## config.mk

```make
export PLATFORM = sky130hd
export DESIGN_NAME = multicycle_datapath_flat
export DESIGN_NICKNAME = d
export VERILOG_FILES = /design/src/rtl/multicycle_datapath_if.sv /design/src/rtl/multicycle_datapath.sv /design/src/flat_wrapper.sv
export SDC_FILE = /design/constraint.sdc
export NUM_CORES = 2
export LEC_CHECK = 0
export ABC_AREA = 1
export ABC_CLOCK_PERIOD_IN_PS = 8150
export BUFFER_PORTS_ARGS = -buffer_cell sky130_fd_sc_hd__buf_2
export CORE_MARGIN = 4
export CORE_UTILIZATION = 27
export DETAILED_ROUTE_END_ITERATION = 6
export HOLD_SLACK_MARGIN = 0.15
export PLACE_DENSITY_LB_ADDON = 0.05
export SETUP_SLACK_MARGIN = 0.3
export SLEW_MARGIN = 20
export SYNTH_ARGS = -nofsm -noshare
export SYNTH_HDL_FRONTEND = slang
export SYNTH_SLANG_ARGS = --single-unit
```

## constraint.sdc

```tcl
create_clock -name clk -period 8.15 [get_ports clk]
set_input_delay 1.63 -clock clk [delete_from_list [all_inputs] [get_ports clk]]
set_output_delay 1.63 -clock clk [all_outputs]
set_load 0.03 [all_outputs]
```

## src/rtl/multicycle_datapath_if.sv

```systemverilog
// Instruction and data memory handshake bundle for the multi-cycle core.
// master = core side, slave = memory side.
interface multicycle_datapath_if #(
  parameter int XLEN = 32
);
  logic            imem_req;
  logic [XLEN-1:0] imem_addr;
  logic            imem_ready;
  logic [31:0]     imem_rdata;
  logic            dmem_req;
  logic            dmem_we;
  logic [XLEN-1:0] dmem_addr;
  logic [XLEN-1:0] dmem_wdata;
  logic            dmem_ready;
  logic [XLEN-1:0] dmem_rdata;

  modport master (
    output imem_req, imem_addr,
    input  imem_ready, imem_rdata,
    output dmem_req, dmem_we, dmem_addr, dmem_wdata,
    input  dmem_ready, dmem_rdata
  );

  modport slave (
    input  imem_req, imem_addr,
    output imem_ready, imem_rdata,
    input  dmem_req, dmem_we, dmem_addr, dmem_wdata,
    output dmem_ready, dmem_rdata
  );
endinterface

```

## src/rtl/multicycle_datapath.sv

```systemverilog
// Multi-cycle RV32I-subset core: one shared ALU sequenced by a
// FETCH/DECODE/EXEC/MEM/WB FSM, external memories behind req/ready.
module multicycle_datapath #(
  parameter int              XLEN     = 32,
  parameter int              NREGS    = 32,
  parameter logic [XLEN-1:0] RESET_PC = '0
) (
  input  logic                  clk,
  input  logic                  rst_n,
  multicycle_datapath_if.master bus,
  output logic [XLEN-1:0]       pc_out,
  output logic                  retire,
  output logic                  halted
);
  localparam int IDX_W = (NREGS > 1) ? $clog2(NREGS) : 1;
  localparam logic [6:0] OP_R = 7'b0110011, OP_IMM = 7'b0010011,
                         OP_LW = 7'b0000011, OP_SW = 7'b0100011, OP_BR = 7'b1100011;

  typedef enum logic [2:0] {FETCH, DECODE, EXEC, MEM, WB, HALT} state_t;

  state_t            state, state_nxt;
  logic              run;
  logic [XLEN-1:0]   pc, a, b, imm, res, mdr;
  logic [31:0]       ir;
  logic [XLEN-1:0]   regs [NREGS];
  logic              imem_req, dmem_req;

  logic [6:0]        opcode, funct7;
  logic [2:0]        funct3;
  logic [4:0]        rs1, rs2, rd;
  logic              is_rtype, is_addi, is_lw, is_sw, is_br, legal;
  logic              rs1_ok, rs2_ok, rd_ok, taken;
  logic [XLEN-1:0]   imm_dec, alu_out;

  assign opcode = ir[6:0];
  assign rd     = ir[11:7];
  assign funct3 = ir[14:12];
  assign rs1    = ir[19:15];
  assign rs2    = ir[24:20];
  assign funct7 = ir[31:25];

  function automatic logic [XLEN-1:0] alu_f(input logic [2:0] op, input logic sub,
                                            input logic [XLEN-1:0] x, input logic [XLEN-1:0] y);
    logic signed [XLEN-1:0] sx, sy;
    sx = x;
    sy = y;
    case (op)
      3'b000:  alu_f = sub ? x - y : x + y;
      3'b111:  alu_f = x & y;
      3'b110:  alu_f = x | y;
      3'b100:  alu_f = x ^ y;
      3'b010:  alu_f = {{(XLEN-1){1'b0}}, (sx < sy)};
      default: alu_f = x + y;
    endcase
  endfunction

  // Instruction classification, legality (including register range) and immediate
  always_comb begin
    is_rtype = 1'b0;
    if (opcode == OP_R) begin
      if (funct7 == 7'b0000000)
        is_rtype = (funct3 == 3'b000) || (funct3 == 3'b111) || (funct3 == 3'b110) ||
                   (funct3 == 3'b100) || (funct3 == 3'b010);
      else if (funct7 == 7'b0100000)
        is_rtype = (funct3 == 3'b000);
    end
    is_addi = (opcode == OP_IMM) && (funct3 == 3'b000);
    is_lw   = (opcode == OP_LW)  && (funct3 == 3'b010);
    is_sw   = (opcode == OP_SW)  && (funct3 == 3'b010);
    is_br   = (opcode == OP_BR)  && ((funct3 == 3'b000) || (funct3 == 3'b001));
    rs1_ok  = 32'(rs1) < NREGS;
    rs2_ok  = 32'(rs2) < NREGS;
    rd_ok   = 32'(rd)  < NREGS;
    legal   = (is_rtype && rs1_ok && rs2_ok && rd_ok) ||
              ((is_addi || is_lw) && rs1_ok && rd_ok) ||
              ((is_sw || is_br) && rs1_ok && rs2_ok);
    if (opcode == OP_SW)
      imm_dec = {{(XLEN-12){ir[31]}}, ir[31:25], ir[11:7]};
    else if (opcode == OP_BR)
      imm_dec = {{(XLEN-13){ir[31]}}, ir[31], ir[7], ir[30:25], ir[11:8], 1'b0};
    else
      imm_dec = {{(XLEN-12){ir[31]}}, ir[31:20]};
  end

  // Shared ALU: register operands for R-type, immediate for addi and address generation
  always_comb begin
    if (is_rtype)
      alu_out = alu_f(funct3, funct7[5], a, b);
    else
      alu_out = alu_f(3'b000, 1'b0, a, imm);
    taken = is_br && ((funct3 == 3'b000) ? (a == b) : (a != b));
  end

  // State register; run keeps requests low until the first edge after reset release
  always_ff @(posedge clk or negedge rst_n) begin
    if (!rst_n) begin
      state <= FETCH;
      run   <= 1'b0;
    end else begin
      state <= state_nxt;
      run   <= 1'b1;
    end
  end

  // Next-state and handshake/retire outputs
  always_comb begin
    state_nxt = state;
    imem_req  = 1'b0;
    dmem_req  = 1'b0;
    retire    = 1'b0;
    halted    = 1'b0;
    case (state)
      FETCH: begin
        imem_req = run;
        if (run && bus.imem_ready) state_nxt = DECODE;
      end
      DECODE: state_nxt = legal ? EXEC : HALT;
      EXEC: begin
        if (is_br) begin
          retire    = 1'b1;
          state_nxt = FETCH;
        end else if (is_lw || is_sw) begin
          state_nxt = MEM;
        end else begin
          state_nxt = WB;
        end
      end
      MEM: begin
        dmem_req = 1'b1;
        if (bus.dmem_ready) begin
          if (is_sw) begin
            retire    = 1'b1;
            state_nxt = FETCH;
          end else begin
            state_nxt = WB;
          end
        end
      end
      WB: begin
        retire    = 1'b1;
        state_nxt = FETCH;
      end
      HALT:    halted = 1'b1;
      default: state_nxt = FETCH;
    endcase
  end

  // Datapath registers: IR, operand latches, ALU result, load data and PC
  always_ff @(posedge clk or negedge rst_n) begin
    if (!rst_n) begin
      pc  <= RESET_PC;
      ir  <= '0;
      a   <= '0;
      b   <= '0;
      imm <= '0;
      res <= '0;
      mdr <= '0;
    end else begin
      case (state)
        FETCH:  if (run && bus.imem_ready) ir <= bus.imem_rdata;
        DECODE: begin
          a   <= regs[rs1[IDX_W-1:0]];
          b   <= regs[rs2[IDX_W-1:0]];
          imm <= imm_dec;
        end
        EXEC: begin
          if (is_br) pc <= taken ? pc + imm : pc + XLEN'(4);
          else       res <= alu_out;
        end
        MEM: begin
          if (bus.dmem_ready) begin
            if (is_lw) mdr <= bus.dmem_rdata;
            else       pc  <= pc + XLEN'(4);
          end
        end
        WB:      pc <= pc + XLEN'(4);
        default: ;
      endcase
    end
  end

  // Register file write-back; x0 is never written so it always reads zero
  always_ff @(posedge clk or negedge rst_n) begin
    if (!rst_n) begin
      for (int i = 0; i < NREGS; i++) regs[i] <= '0;
    end else if (state == WB && rd != 5'd0) begin
      regs[rd[IDX_W-1:0]] <= is_lw ? mdr : res;
    end
  end

  assign bus.imem_req   = imem_req;
  assign bus.imem_addr  = imem_req ? pc : '0;
  assign bus.dmem_req   = dmem_req;
  assign bus.dmem_we    = dmem_req & is_sw;
  assign bus.dmem_addr  = res;
  assign bus.dmem_wdata = b;
  assign pc_out         = pc;
endmodule

```

## src/flat_wrapper.sv

```systemverilog
// flat-port wrapper written by rule: the top's interface ports become plain ports
module multicycle_datapath_flat 
#(
  parameter int              XLEN     = 32,
  parameter int              NREGS    = 32,
  parameter logic [XLEN-1:0] RESET_PC = '0
)
  (clk, rst_n, pc_out, retire, halted, bus_imem_req, bus_imem_addr, bus_imem_ready, bus_imem_rdata, bus_dmem_req, bus_dmem_we, bus_dmem_addr, bus_dmem_wdata, bus_dmem_ready, bus_dmem_rdata);
  multicycle_datapath_if #(.XLEN(XLEN)) bus_i ();
  input  logic clk;
  input  logic rst_n;
  output logic [XLEN-1:0] pc_out;
  output logic retire;
  output logic halted;
  output wire logic [$bits(bus_i.imem_req)-1:0] bus_imem_req;
  output wire logic [$bits(bus_i.imem_addr)-1:0] bus_imem_addr;
  input wire logic [$bits(bus_i.imem_ready)-1:0] bus_imem_ready;
  input wire logic [$bits(bus_i.imem_rdata)-1:0] bus_imem_rdata;
  output wire logic [$bits(bus_i.dmem_req)-1:0] bus_dmem_req;
  output wire logic [$bits(bus_i.dmem_we)-1:0] bus_dmem_we;
  output wire logic [$bits(bus_i.dmem_addr)-1:0] bus_dmem_addr;
  output wire logic [$bits(bus_i.dmem_wdata)-1:0] bus_dmem_wdata;
  input wire logic [$bits(bus_i.dmem_ready)-1:0] bus_dmem_ready;
  input wire logic [$bits(bus_i.dmem_rdata)-1:0] bus_dmem_rdata;
  assign bus_imem_req = bus_i.imem_req;
  assign bus_imem_addr = bus_i.imem_addr;
  assign bus_i.imem_ready = bus_imem_ready;
  assign bus_i.imem_rdata = bus_imem_rdata;
  assign bus_dmem_req = bus_i.dmem_req;
  assign bus_dmem_we = bus_i.dmem_we;
  assign bus_dmem_addr = bus_i.dmem_addr;
  assign bus_dmem_wdata = bus_i.dmem_wdata;
  assign bus_i.dmem_ready = bus_dmem_ready;
  assign bus_i.dmem_rdata = bus_dmem_rdata;
  multicycle_datapath #(.XLEN(XLEN), .NREGS(NREGS), .RESET_PC(RESET_PC)) u_core (.clk(clk), .rst_n(rst_n), .bus(bus_i), .pc_out(pc_out), .retire(retire), .halted(halted));
endmodule
```

==> flow_summary_export.csv <==
group,metric,value,unit
run_status,result_of_the_run,"complete, no violations",
die,dieWidth,528,um
pwr,power-per-cell-area,446,nW/um^2
sta,finalMaxSlewViolations,0,
grt,initial_antenna_violation_count,26,
setup_path,cp.arrival,5.86,ns
synthesis,post-synth-top-area-fraction,42.3,%
place,gpl.final_weighted_congestion,0.929,
synthesis,synth-main-ff-cell,"sky130_fd_sc_hd__dfrtp_1",
sta,fmax,0.195,GHz
synthesis,postSynthNetCount,10280,
sta,setup_viol,0,
synthesis,avgSynthCellArea,7.27,um^2
synthesis,yosys_warnings,0,
hold_path,min_path_type,"reg -> reg",
cts,numClockSinks,1233,
grt,via_count_of_the_first_global_routing_pass,70649,
die,floorplan.core_area,268000,um^2
setup_path,worst_setup_path_start_kind,"flop",
routing,vias_per_cell,5.54,
grt,grt_usage,26.6,%
pwr,vdd_ir_drop_max,0.327,mV
sta,tightestPinTransition,1.23,ns
cts,cts_resized,0,
sta,relative_slew_slack,17.8,%
place,portBuffers,200,
routing,drt_pre_antenna_iters,6,
synthesis,yosysTopAreaCell,"sky130_fd_sc_hd__dfrtp_1",
synthesis,yosysMostFrequentCell,"sky130_fd_sc_hd__o21ai_0",
setup_path,worst_setup_path_end_kind,"flop",
synthesis,post_synth_instance_area,73000,um^2
setup_path,maximum_net_fanout_on_the_critical_path,20,
synthesis,sequential_element_share_of_the_synthesized_area,42.3,%
setup_path,critical-path-top-cell-by-count,"sky130_fd_sc_hd__nand2_1",
cts,later_pin_clock_latency_in_the_skew_report,0.84,ns
grt,grt_max_degree,210,
pwr,totalPowerFinal,36.9,mW
routing,route.vias.total,74389,
sta,final-hold-violation-count,0,
cts,clockBufferDepth,3,
setup_path,worst_ep_required_time,8.88,ns
place,post-dp-hpwl,233000,um
synthesis,commonest_cells_in_the_synthesized_netlist,"2462 x sky130_fd_sc_hd__o21ai_0, 1711 x sky130_fd_sc_hd__nand2_1, 1621 x sky130_fd_sc_hd__nor2_1",
die,start_util,27.2,%
synthesis,synth.top_cells.by_area,"sky130_fd_sc_hd__dfrtp_1 42%, sky130_fd_sc_hd__o21ai_0 17%, sky130_fd_sc_hd__nand2_1 8.8%, sky130_fd_sc_hd__nor2_1 8.3%, sky130_fd_sc_hd__o22ai_1 4.7%",
cts,cts_tree,"done",
synthesis,synth_async_sr_flop_share,100,%
sta,layout_min_cycle_time,5.12,ns
setup_path,cp_slowest_cell,"sky130_fd_sc_hd__dfrtp_1",
pwr,p_leak,36.1,nW
die,floorplan.io_pins,201,
sta,finClkSkew,0.0412,ns
die,core.rowCount,190,
cts,clkTransAtPathRegs,0.05,ns
setup_path,setup_crit_path_kind,"reg -> reg",
sta,finalCritPeriodShare,62.9,%
routing,drc_errors,0,
routing,drt-total-wl,383000,um
cts,ctsRootBufferMaster,"sky130_fd_sc_hd__clkbuf_16",
cts,postCtsSetupRepairBufs,0,
setup_path,critical_path.n_buffers_inverters,2,
cells_and_area,n_fill_cell,28937,
sta,setup-tns-final,0,ns
sta,grt_setup_unrepaired,"false",
setup_path,crit_path_cell_trace,"inv_1 -> ha_1 -> nor2_2 -> nand2_1 -> nor2_1 -> nand2_2 -> nor2_4 -> xor2_4 -> nand3_2 -> inv_2 -> nand2_1 -> nand2_1 -> nand2_1 -> o21ai_0",
routing,detail_route.iter0.violations,8365,
synthesis,ys_ff_latch,1233,
cts,h-tree-depth,4,
synthesis,synth-edff-count,0,
grt,grt_overflow,0,
setup_path,critPathTopFamily,"simple AND/OR/NAND/NOR gates",
cells_and_area,final_nets,9967,
synthesis,post_synth_inst_count,10042,
cts,tritoncts.num_buffers,162,
grt,grt_pass1_wl,544000,um
cells_and_area,synthToLayoutAreaGrowth,13.4,%
run,maxCapViolCount,0,
synthesis,synth.lib_cells_used.distinct,65,
die,floorplan.die_area,279000,um^2
cts,ctsHoldBuffers,0,
routing,detail_route.wl_per_cell,28.6,um
setup_path,cp_slowest_stage_delay,0.97,ns
die,die_height,528,um
routing,drt.antenna.violating_nets,0,
cells_and_area,final_layout_size_suffix_gt1_share,8.55,%
==> final cells by class <==
type	count	area, um^2	area share [%]
clock inverter	53	644	0.779
tap	3552	4440	5.37
timing repair buffer	371	2580	3.12
clock buffer	239	4820	5.82
multi-input combinational	7514	37600	45.5
antenna	9	22.5	0.0272
inverter	447	1720	2.08
sequential	1233	30900	37.3
==> per-layer routing <==
layer | GRT usage (%) | part of all wire (%) | vias to the layer above
met1 | 38.4 | 46 | 37128
li1 | - | - | 33601
met5 | 0 | 0.0034 | -
met2 | 41.2 | 44 | 3118
met4 | 7.99 | 3.0 | 2
met3 | 3.89 | 6.8 | 540
==> per-stage QoR <==
stage	hold slack [ns]	cells	util (%)	area (um^2)	setup WS [ns]
CTS	0.403	13409	30.8	82700	2.99
floorplan	0.452	10042	-	73000	4.44
global placement	0.387	13116	28.8	77200	3.00
detailed placement	0.391	13117	28.8	77300	2.98
global route	0.413	13411	30.8	82700	2.88
finish	0.399	13418	30.8	82800	3.03
==> worst paths after layout <==
path	startpoint	endpoint	slack, ns	cells after the start
max reg2reg	u_core.a[27]	u_core.pc_out[15]	3.03	14
min reg2reg	u_core.regs[1022]	u_core.regs[1022]	0.40	0
min	u_core.regs[1022]	u_core.regs[1022]	0.40	0
max in group asynchronous	rst_n	u_core.a[23]	5.57	3
max	u_core.a[27]	u_core.pc_out[15]	3.03	14
min in group asynchronous	rst_n	u_core.pc_out[26]	0.75	1
==> layout by cell type (no fill, tap or decap), drive strengths merged, types with 27 or more instances in the layout <==
| master | n |
|---|---|
| nand4 | 37 |
| nand2 | 1719 |
| nand3 | 235 |
| nor2 | 1640 |
| clkinv | 37 |
| ha | 166 |
| o21ai | 2488 |
| a21oi | 213 |
| o22ai | 544 |
| dfrtp | 1233 |
| clkbuf | 239 |
| nor3 | 75 |
| inv | 449 |
| xor2 | 27 |
| o221ai | 98 |
| mux2 | 37 |
| o21bai | 28 |
| buf | 371 |
| o211ai | 29 |
==> registers in the layout (all words and copies together) (netlist names) <==
signal / flops
u_core.regs: 1024
u_core.a: 32
u_core.bus.dmem_addr: 32
u_core.bus.dmem_wdata: 32
u_core.ir: 32
u_core.mdr: 32
u_core.pc_out: 32
u_core.imm: 13
u_core.state: 3
u_core.run: 1
==> power breakdown <==
group | internal (mW) | total (mW) | switching [mW]
sequential | 7.66 | 9.57 | 1.91
combinational | 5.73 | 19.9 | 14.1
clock | 4.44 | 7.48 | 3.04
total | 17.8 | 36.9 | 19.1
==> worst reg2reg max path: stages, from the launching register on <==
cell                      delay, ns
sky130_fd_sc_hd__dfrtp_1       0.97
sky130_fd_sc_hd__inv_1         0.65
sky130_fd_sc_hd__ha_1          0.65
sky130_fd_sc_hd__nor2_2        0.22
sky130_fd_sc_hd__nand2_1       0.13
sky130_fd_sc_hd__nor2_1        0.22
sky130_fd_sc_hd__nand2_2       0.14
sky130_fd_sc_hd__nor2_4        0.22
sky130_fd_sc_hd__xor2_4        0.28
sky130_fd_sc_hd__nand3_2       0.49
sky130_fd_sc_hd__inv_2         0.47
sky130_fd_sc_hd__nand2_1       0.33
sky130_fd_sc_hd__nand2_1       0.14
sky130_fd_sc_hd__nand2_1       0.06
sky130_fd_sc_hd__o21ai_0       0.09
==> kinds of logic (layout without fill, tap and decap cells) <==
kind of cell               count (synthesis)  count (layout)  synth area share, %
AOI/OAI and AO/OA                       3500            3500                 26.1
xor gates and xnor gates                  33              33                0.422
adders and majority gates                170             170                 2.96
buffers and inverters                   1295            1110                 6.91
DFF                                     1233            1233                 42.3
muxes                                     63              63                0.928
other                                      1              10              0.00514
and+or+nand+nor                         3747            3747                 20.4
No activity file was read; power rests on OpenSTA's default activity.
